File: config.mk
export PLATFORM = sky130hd
export DESIGN_NAME = rf_write_arbiter
export DESIGN_NICKNAME = d
export VERILOG_FILES = /design/src/rtl/rf_arb_pkg.sv /design/src/rtl/rr_arbiter.sv /design/src/rtl/rf_write_arbiter.sv
export SDC_FILE = /design/constraint.sdc
export NUM_CORES = 1
export LEC_CHECK = 0
export CAP_MARGIN = 20
export CORE_MARGIN = 3
export CORE_UTILIZATION = 30
export CTS_BUF_LIST = sky130_fd_sc_hd__clkbuf_16
export DETAILED_ROUTE_END_ITERATION = 10
export PLACE_DENSITY = 0.66
export SLEW_MARGIN = 20
export SYNTH_ARGS = -nofsm -noshare
export SYNTH_HDL_FRONTEND = slang
export SYNTH_SLANG_ARGS = --single-unit
File: constraint.sdc
create_clock -name clk_i -period 1.7 [get_ports clk_i]
set_input_delay 0.255 -clock clk_i [delete_from_list [all_inputs] [get_ports clk_i]]
set_output_delay 0.255 -clock clk_i [all_outputs]
set_load 0.1 [all_outputs]
File: src/rtl/rf_arb_pkg.sv
// rtl/rf_arb_pkg.sv - default widths, starvation limit and state encoding for rf_write_arbiter
package rf_arb_pkg;

    // Default payload widths of the register-file write port
    localparam int DEF_ADDR_W       = 5;
    localparam int DEF_DATA_W       = 32;
    localparam int DEF_POS_W        = 4;

    // Consecutive blocked cycles tolerated before the core is stalled for one cycle
    localparam int DEF_STARVE_LIMIT = 4;

    // IDLE: nothing served, GRANT: accelerator served, BLOCKED: writeback won over
    // a waiting accelerator, STALL: stall_o is high for exactly this cycle
    typedef enum logic [1:0] {
        IDLE    = 2'd0,
        GRANT   = 2'd1,
        BLOCKED = 2'd2,
        STALL   = 2'd3
    } arb_state_t;

endpackage

File: src/rtl/rr_arbiter.sv
// rtl/rr_arbiter.sv - combinational round-robin picker, first request at or above ptr with wrap
module rr_arbiter #(
    parameter int N     = 2,
    parameter int PTR_W = (N > 1) ? $clog2(N) : 1
) (
    input  logic [N-1:0]     req,
    input  logic [PTR_W-1:0] ptr,
    output logic [N-1:0]     gnt
);

    logic [N-1:0] w_mask;
    logic [N-1:0] w_req_hi;
    logic [N-1:0] w_gnt_hi;
    logic [N-1:0] w_gnt_lo;

    // Thermometer mask selecting positions at or above the pointer
    always_comb begin
        w_mask = '0;
        for (int i = 0; i < N; i++) begin
            w_mask[i] = (i >= int'(ptr));
        end
    end

    assign w_req_hi = req & w_mask;

    // Lowest set bit of the masked and unmasked requests; scanning downward lets the lowest index win
    always_comb begin
        w_gnt_hi = '0;
        w_gnt_lo = '0;
        for (int i = N - 1; i >= 0; i--) begin
            if (w_req_hi[i]) begin
                w_gnt_hi    = '0;
                w_gnt_hi[i] = 1'b1;
            end
            if (req[i]) begin
                w_gnt_lo    = '0;
                w_gnt_lo[i] = 1'b1;
            end
        end
    end

    // Requests above the pointer take precedence; otherwise wrap to the lowest request
    assign gnt = (|w_req_hi) ? w_gnt_hi : w_gnt_lo;

endmodule

File: src/rtl/rf_write_arbiter.sv
// rtl/rf_write_arbiter.sv - shares the register-file write port between core writeback and accelerators
module rf_write_arbiter
    import rf_arb_pkg::*;
#(
    parameter int NUM_REQ      = 2,
    parameter int ADDR_W       = DEF_ADDR_W,
    parameter int DATA_W       = DEF_DATA_W,
    parameter int POS_W        = DEF_POS_W,
    parameter int STARVE_LIMIT = DEF_STARVE_LIMIT
) (
    input  logic                      clk_i,
    input  logic                      reset_n,
    input  logic                      wb_valid_i,
    input  logic [ADDR_W-1:0]         wb_addr_i,
    input  logic [DATA_W-1:0]         wb_data_i,
    input  logic [POS_W-1:0]          wb_pos_i,
    input  logic [NUM_REQ-1:0]        acc_valid_i,
    input  logic [NUM_REQ*ADDR_W-1:0] acc_addr_i,
    input  logic [NUM_REQ*DATA_W-1:0] acc_data_i,
    input  logic [NUM_REQ*POS_W-1:0]  acc_pos_i,
    output logic [NUM_REQ-1:0]        acc_ready_o,
    output logic                      RegWrite_o,
    output logic [ADDR_W-1:0]         RDaddr_o,
    output logic [DATA_W-1:0]         RDdata_o,
    output logic [POS_W-1:0]          is_pos_o,
    output logic                      stall_o,
    output logic                      error_o
);

    localparam int PTR_W = $clog2(NUM_REQ);
    localparam int CNT_W = $clog2(STARVE_LIMIT + 1);
    localparam logic [CNT_W-1:0] CNT_LIMIT = CNT_W'(STARVE_LIMIT);
    localparam logic [PTR_W-1:0] PTR_LAST  = PTR_W'(NUM_REQ - 1);

    arb_state_t         r_state;
    arb_state_t         w_next_state;
    logic [PTR_W-1:0]   r_rr_ptr;
    logic [CNT_W-1:0]   r_starve_cnt;
    logic               r_error;
    logic               r_regwrite;
    logic [ADDR_W-1:0]  r_addr;
    logic [DATA_W-1:0]  r_data;
    logic [POS_W-1:0]   r_pos;

    logic [NUM_REQ-1:0] w_rr_gnt;
    logic [NUM_REQ-1:0] w_ready;
    logic               w_acc_any;
    logic               w_acc_xfer;
    logic               w_blocked;
    logic [PTR_W-1:0]   w_win_idx;
    logic [PTR_W-1:0]   w_ptr_next;
    logic [ADDR_W-1:0]  w_acc_addr;
    logic [DATA_W-1:0]  w_acc_data;
    logic [POS_W-1:0]   w_acc_pos;
    logic [CNT_W-1:0]   w_cnt_inc;
    logic [CNT_W-1:0]   w_cnt_next;
    logic               w_stall_trig;

    rr_arbiter #(
        .N     (NUM_REQ),
        .PTR_W (PTR_W)
    ) u_rr_arbiter (
        .req (acc_valid_i),
        .ptr (r_rr_ptr),
        .gnt (w_rr_gnt)
    );

    // Writeback always wins, so accelerators only see ready on cycles without writeback
    assign w_ready    = wb_valid_i ? '0 : w_rr_gnt;
    assign w_acc_any  = |acc_valid_i;
    assign w_acc_xfer = |(acc_valid_i & w_ready);
    assign w_blocked  = wb_valid_i & w_acc_any;

    // Select the granted accelerator's payload slice and remember its index
    always_comb begin
        w_win_idx  = '0;
        w_acc_addr = '0;
        w_acc_data = '0;
        w_acc_pos  = '0;
        for (int i = 0; i < NUM_REQ; i++) begin
            if (w_rr_gnt[i]) begin
                w_win_idx  = PTR_W'(i);
                w_acc_addr = acc_addr_i[i*ADDR_W +: ADDR_W];
                w_acc_data = acc_data_i[i*DATA_W +: DATA_W];
                w_acc_pos  = acc_pos_i[i*POS_W +: POS_W];
            end
        end
    end

    assign w_ptr_next = (w_win_idx == PTR_LAST) ? '0 : w_win_idx + PTR_W'(1);

    // Starvation bookkeeping; a stall is never re-triggered from inside the stall cycle itself
    always_comb begin
        w_cnt_inc    = (r_starve_cnt == CNT_LIMIT) ? r_starve_cnt : r_starve_cnt + CNT_W'(1);
        w_cnt_next   = r_starve_cnt;
        w_stall_trig = 1'b0;
        if (w_acc_xfer || !w_acc_any) begin
            w_cnt_next = '0;
        end else if (w_blocked) begin
            w_cnt_next   = w_cnt_inc;
            w_stall_trig = (r_state != STALL) && (w_cnt_inc == CNT_LIMIT);
        end
    end

    // Next-state decode; STALL lasts one cycle and falls back to GRANT or IDLE
    always_comb begin
        w_next_state = r_state;
        case (r_state)
            STALL: begin
                w_next_state = w_acc_xfer ? GRANT : IDLE;
            end
            default: begin
                if (w_stall_trig)
                    w_next_state = STALL;
                else if (w_acc_xfer)
                    w_next_state = GRANT;
                else if (w_blocked)
                    w_next_state = BLOCKED;
                else
                    w_next_state = IDLE;
            end
        endcase
    end

    // State register
    always_ff @(posedge clk_i or negedge reset_n) begin
        if (!reset_n)
            r_state <= IDLE;
        else
            r_state <= w_next_state;
    end

    // Round-robin pointer advances past the requester that just transferred
    always_ff @(posedge clk_i or negedge reset_n) begin
        if (!reset_n)
            r_rr_ptr <= '0;
        else if (w_acc_xfer)
            r_rr_ptr <= w_ptr_next;
    end

    // Starvation counter clears when it fires the stall
    always_ff @(posedge clk_i or negedge reset_n) begin
        if (!reset_n)
            r_starve_cnt <= '0;
        else if (w_stall_trig)
            r_starve_cnt <= '0;
        else
            r_starve_cnt <= w_cnt_next;
    end

    // Sticky flag for a writeback issued while the core was told to stall
    always_ff @(posedge clk_i or negedge reset_n) begin
        if (!reset_n)
            r_error <= 1'b0;
        else if ((r_state == STALL) && wb_valid_i)
            r_error <= 1'b1;
    end

    // Registered write port; payload holds its last value when nothing wins
    always_ff @(posedge clk_i or negedge reset_n) begin
        if (!reset_n) begin
            r_regwrite <= 1'b0;
            r_addr     <= '0;
            r_data     <= '0;
            r_pos      <= '0;
        end else if (wb_valid_i) begin
            r_regwrite <= 1'b1;
            r_addr     <= wb_addr_i;
            r_data     <= wb_data_i;
            r_pos      <= wb_pos_i;
        end else if (w_acc_xfer) begin
            r_regwrite <= 1'b1;
            r_addr     <= w_acc_addr;
            r_data     <= w_acc_data;
            r_pos      <= w_acc_pos;
        end else begin
            r_regwrite <= 1'b0;
        end
    end

    assign acc_ready_o = w_ready;
    assign RegWrite_o  = r_regwrite;
    assign RDaddr_o    = r_addr;
    assign RDdata_o    = r_data;
    assign is_pos_o    = r_pos;
    assign stall_o     = (r_state == STALL);
    assign error_o     = r_error;

endmodule

==> results of run 1 <==
-- registers in the layout, indices dropped and copies added (netlist names) --
signal        flops
r_starve_cnt      3
RegWrite_o        1
r_rr_ptr          1
RDdata_o         32
r_state           2
is_pos_o          4
error_o           1
RDaddr_o          5
-- repair_timing --
item                                    in CTS  in global routing
hold buffers                                 1                  0
hold endpoints to repair                     6                  0
buffers inserted                             0                  2
pin swaps                                    0                  0
gates resized for setup                      2                  0
cloned                                       0                  1
endpoints found under the setup margin       2                  1
-- worst max-delay path, delay by kind of cell (launching register included) --
| family | cells | cell delay [ns] |
|---|---|---|
| buf+inv | 2 | 0.32 |
| flops | 1 | 0.41 |
| simple gates | 3 | 0.37 |
-- cell usage after synthesis, types with 4 or more instances --
cell	count
nor2_1	29
o22a_1	17
nand2_1	26
nor2b_1	19
clkbuf_1	17
a32o_1	17
buf_2	11
a221oi_1	17
nand3b_1	25
a31oi_1	24
dfrtp_1	49
o21ai_0	4
a211o_1	24
inv_1	45
-- power breakdown --
part | internal, mW | switching, mW | total [mW]
clock network | 0.530 | 0.412 | 0.942
logic | 0.990 | 1.34 | 2.33
registers | 1.30 | 0.140 | 1.44
total | 2.82 | 1.89 | 4.71
-- kinds of logic (layout without fill, tap and decap cells) --
family,count (synthesis),after routing
AND/OR/NAND/NOR,103,103
flip-flops,49,49
AO/OA/AOI/OAI,110,110
adder cells (fa/ha/maj),2,2
XOR/XNOR,1,1
buffers and inverters,82,249
-- final timing paths --
check                                    start             end  slack [ns]  cells after the start
worst max-delay path                  r_rr_ptr  acc_ready_o[1]        0.06                      5
worst max register to register        r_rr_ptr    RDdata_o[22]        0.25                      5
worst min register to register         error_o         error_o        0.53                      1
max in group asynchronous              reset_n     RDdata_o[4]        0.85                      3
worst min-delay path                   reset_n    RDdata_o[11]        0.36                      2
min in group clk_i              acc_valid_i[1]        r_rr_ptr        0.36                      4
-- layer usage --
layer,vias up,share of wire,track usage
met4,0,0.010,0.0338
met1,1521,0.42,0.221
li1,1568,-,-
met2,144,0.48,0.291
met5,-,0,0
met3,9,0.087,0.0506
-- metrics by stage --
stage / power [mW] / hold slack (ns) / worst slack, ns / cells
global route: 4.91 / 0.385 / 0.00899 / 647
global placement: 3.75 / 0.113 / -0.103 / 635
CTS: 4.73 / 0.353 / 0.0144 / 644
floorplan: 2.71 / -0.0406 / 0.0579 / 347
finish: 4.71 / 0.355 / 0.0576 / 647
detailed placement: 3.77 / 0.117 / -0.163 / 635
-- area by class of cell --
type,instances,area share
Tap cell,133,0.0297
Inverter,45,0.0301
Sequential cell,49,0.219
Clock inverter,3,0.00201
Multi-Input combinational cell,216,0.268
Timing Repair Buffer,196,0.429
Clock buffer,5,0.0223
==> summary.txt, run 1 <==
Clocking
  – Worst-path clk slew: 0.06 ns
  – Total clock sinks: 49
  – Clock tree root buffer cell: clkbuf_16
  – Worst skew pair latency: 0.28 ns
  – CTS tree: done
  – TritonCTS buffer count: 5
  – H-tree depth: 2
  – CTS max path bufs: 2

Finish
  – Diode count: 0
  – Most frequent cells in the layout: clkdlybuf4s50_1, dfrtp_1, buf_12
  – Fraction of layout cells with a size suffix above 1: 0.156
  – Filler instances: 872
  – Multi-input gate area: 1500 um^2
  – Design area: 5610 um^2
  – Area added between synthesis and finish: 83.5%
  – Fin nets: 643
  – Commonest non-fill, non-tap cell in the layout: clkdlybuf4s50_1
  – Register area: 1230 um^2
  – Finished Core Util: 0.571

Synth
  – Compound-cell area share of the yosys netlist: 0.295
  – Combinational family with the most area after synthesis: compound AO/OA/AOI/OAI gates
  – Share of the synthesized area in the top cell type: 0.401
  – XOR/XNOR Fraction of Synth Area: 0.00287
  – Mapped Avg Cell Area: 8.81 um^2
  – Most used flip-flop cell after synthesis: dfrtp_1
  – Synth Cell Area: 3060 um^2
  – Area leader, netlist: dfrtp_1
  – Count of cell types in the netlist: 29
  – EDFF count, synth: 0
  – Cells after Synth: 347
  – Post-synthesis sequential area ratio: 0.401
  – Synthesized flop and latch total: 49
  – Simple-gate area share of the yosys netlist: 0.176
  – Post-Synth Adder-Cell Area: 0.00819
  – Synth area leaders: dfrtp_1, a211o_1, nand3b_1, a32o_1, inv_1
  – Syn Nets: 477
  – Asr flop ratio synth: 1.00
  – Ys Warns: 0
  – Mux share of post-synthesis cell area: 0

Worst setup path
  – Critical Path RT: 1.44 ns
  – Crit path DAT: 1.39 ns
  – Slowest stage delay, CP: 0.41 ns
  – Worst-path cell chain: nand2b_4, buf_12, nand2_1, nor2_4, buf_12
  – Crit-path most repeated cell: buf_12
  – Crit path max-delay cell type: dfrtp_1
  – CP max FO: 12
  – Kind of critical path: reg -> out
  – Crit start category: register
  – CP endpoint kind: output pin

Flow run
  – Max-cap violation count: 0

Power and ir drop
  – Worst VDD drop: 0.000386 V
  – Cell area power density: 840 nW/um^2
  – P_leak: 2.45 nW

Outcome
  – Status: complete, no violations

STA
  – Setup Skew: 0.00368 ns
  – RSZ-0062 raised after global routing: false
  – Pins Over Slew Limit: 0
  – Slew @ Worst Pin: 0.568 ns
  – Fin crit period: 1.64 ns
  – Setup TNS: 0 ns
  – Final Hold Violating Endpoints: 0
  – Fmax: 0.609 GHz
  – Final Cycle Share: 0.966
  – Setup violations, final: 0
  – Normalized max-slew margin: 0.621

Route
  – Post-DR wirelength/cell: 15.6 um
  – Routed Antenna Nets: 0
  – DRT Pass-1 Iters: 4
  – Via Count: 3,242
  – DR iter-0 viols: 152
  – Total wire length: 10,100 um
  – DRC viols: 0
  – Vias/cell: 5.01

Global routing
  – Largest net degree at the start of global routing: 58
  – Vias in the first global route: 3,238
  – Remaining global-route overflow: 0
  – Total GRT Usage: 0.173
  – First-pass GRT wire length: 16,100 um
  – Initial antenna violation count: 0

Die
  – I/O pin cnt: 174
  – Initial core utilization: 0.311
  – Row cnt: 36
  – Die area: 11,400 um^2
  – Die height: 107 um
  – Area of the core: 9820 um^2
  – Die Span X: 107 um

Placed design
  – Placement Cell Area: 5420 um^2
  – GP Congestion: 0.750
  – PortBufs: 173
  – DP Wirelength: 7620 um

Worst hold path
  – Min-delay worst type: in -> async
Note: power is estimated with default switching activity, not from simulation.
==> inputs of run 2 (changes only) <==
--- a/config.mk
+++ b/config.mk
@@ -6,11 +6,11 @@
 export NUM_CORES = 1
 export LEC_CHECK = 0
 export CAP_MARGIN = 20
-export CORE_MARGIN = 3
-export CORE_UTILIZATION = 30
+export CORE_UTILIZATION = 39
 export CTS_BUF_LIST = sky130_fd_sc_hd__clkbuf_16
 export DETAILED_ROUTE_END_ITERATION = 10
-export PLACE_DENSITY = 0.66
+export GPL_TIMING_DRIVEN = 0
+export PLACE_DENSITY = 0.82
 export SLEW_MARGIN = 20
 export SYNTH_ARGS = -nofsm -noshare
 export SYNTH_HDL_FRONTEND = slang
==> summary.txt, run 2 (synthesis gave the netlist of run 1 again) <==
Worst setup path
  – Critical Path RT: 1.44 ns
  – Crit start category: register
  – Crit path DAT: 1.40 ns
  – CP max FO: 4
  – Kind of critical path: reg -> out
  – CP endpoint kind: output pin

Die
  – Initial core utilization: 0.413
  – Die area: 8200 um^2
  – Area of the core: 7410 um^2
  – Die height: 90.5 um
  – I/O pin cnt: 174
  – Die Span X: 90.5 um
  – Row cnt: 31

Flow run
  – Max-cap violation count: 0

Placed design
  – GP Congestion: 0.816
  – DP Wirelength: 7930 um
  – PortBufs: 172

Route
  – DR iter-0 viols: 211
  – Total wire length: 10,900 um
  – Vias/cell: 5.42
  – Routed Antenna Nets: 0
  – Post-DR wirelength/cell: 17.5 um
  – Via Count: 3,400
  – DRC viols: 0
  – DRT Pass-1 Iters: 4

Finish
  – Fraction of layout cells with a size suffix above 1: 0.146
  – Finished Core Util: 0.700
  – Fin nets: 658
  – Commonest non-fill, non-tap cell in the layout: clkdlybuf4s50_1
  – Area added between synthesis and finish: 69.6%
  – Most frequent cells in the layout: clkdlybuf4s50_1, dfrtp_1, inv_1
  – Diode count: 0
  – Largest register FFs: 32
  – Filler instances: 588

Clocking
  – Clock tree root buffer cell: clkbuf_16
  – CTS tree: done
  – Worst-path clk slew: 0.06 ns
  – Worst skew pair latency: 0.28 ns
  – TritonCTS buffer count: 5
  – CTS max path bufs: 2
  – H-tree depth: 2
  – Total clock sinks: 49

Outcome
  – Failing checks: hold timing
  – Status: finished, violations left

Worst hold path
  – Min-delay worst type: in -> async

STA
  – Slew @ Worst Pin: 0.641 ns
  – Setup Skew: 0.00291 ns
  – Setup violations, final: 0
  – WHS: -0.00850 ns
  – Final Hold Violating Endpoints: 3
  – Normalized max-slew margin: 0.572
  – Fmax: 0.605 GHz
  – RSZ-0062 raised after global routing: false
  – Fin crit period: 1.65 ns
  – Pins Over Slew Limit: 0
  – Final Cycle Share: 0.972

Power and ir drop
  – Cell area power density: 839 nW/um^2
  – Tot Pwr: 4.35 mW
  – Worst VDD drop: 0.000562 V
  – P_leak: 2.24 nW

Global routing
  – Largest net degree at the start of global routing: 50
  – Total GRT Usage: 0.265
  – Initial antenna violation count: 0
  – Vias in the first global route: 3,370
  – First-pass GRT wire length: 17,100 um
  – Remaining global-route overflow: 0
## run 2: changes by cell type in the layout (fill, tap and decap cells not counted), sizes merged
cell           change
dlygate4sd3        -1
clkdlybuf4s18      +1
inv                -2
buf               -46
dlymetal6s2s       +1
clkdlybuf4s15     +43
clkinv             +1
clkbuf            +17
## run 2: layer usage
layer / vias to the layer above / share of wire / global-route usage
li1: 1606 / - / -
met2: 169 / 0.48 / 0.432
met5: - / 0 / 0
met4: 0 / 0.023 / 0.0941
met1: 1608 / 0.41 / 0.344
met3: 17 / 0.082 / 0.0572
## run 2: power breakdown
part | internal (mW) | switching (mW) | total (mW)
clock | 0.527 | 0.410 | 0.937
sequential | 1.30 | 0.0759 | 1.37
combinational | 0.676 | 1.36 | 2.04
## run 2: cell type report
cell class                 count  area [um^2]  share of cell area
tap                           99          124              0.0239
timing repair buffer         176         1820               0.352
inverter                      45          169              0.0326
clock buffer                   5          125              0.0241
multi-input combinational    216         1500               0.289
sequential                    49         1230               0.237
clock inverter                 2         7.51             0.00145
buffer                        35          211              0.0408
## run 2: critical path, stage by stage (launching register included)
cell and delay [ns]:
dfrtp_1 0.42, a21boi_4 0.23, buf_12 0.13, nor2b_4 0.15
buf_12 0.18
## run 2: worst paths after layout
check	endpoint	depth (start not counted)	from	slack, ns
worst min register to register	error_o	1	error_o	0.46
max in group asynchronous	r_rr_ptr	1	reset_n	1.28
worst max register to register	RDdata_o[7]	5	r_rr_ptr	0.14
min in group clk_i	RDdata_o[15]	3	acc_valid_i[1]	0.42
worst min-delay path	RDdata_o[27]	1	reset_n	-0.008
worst max-delay path	acc_ready_o[0]	4	r_rr_ptr	0.05
## run 2: timing repair
action                                  4_1_cts  5_1_grt
endpoints found under the setup margin       46        4
resized for setup                           162        3
pin swaps                                     0        1
hold buffers                                  0        0
buffers inserted                              0        4
## run 2: through the flow
stage	std cells	setup slack, ns	TNS [ns]	instance area (um^2)
after global placement	618	-1.26	-65.27	4920
final	627	0.0474	0	5180
after detailed placement	618	-1.30	-10.76	4910
after global routing	627	0.00838	0	5180
after floorplan	347	0.0579	0	3070
after CTS	623	-0.0234	-0.0234	5150
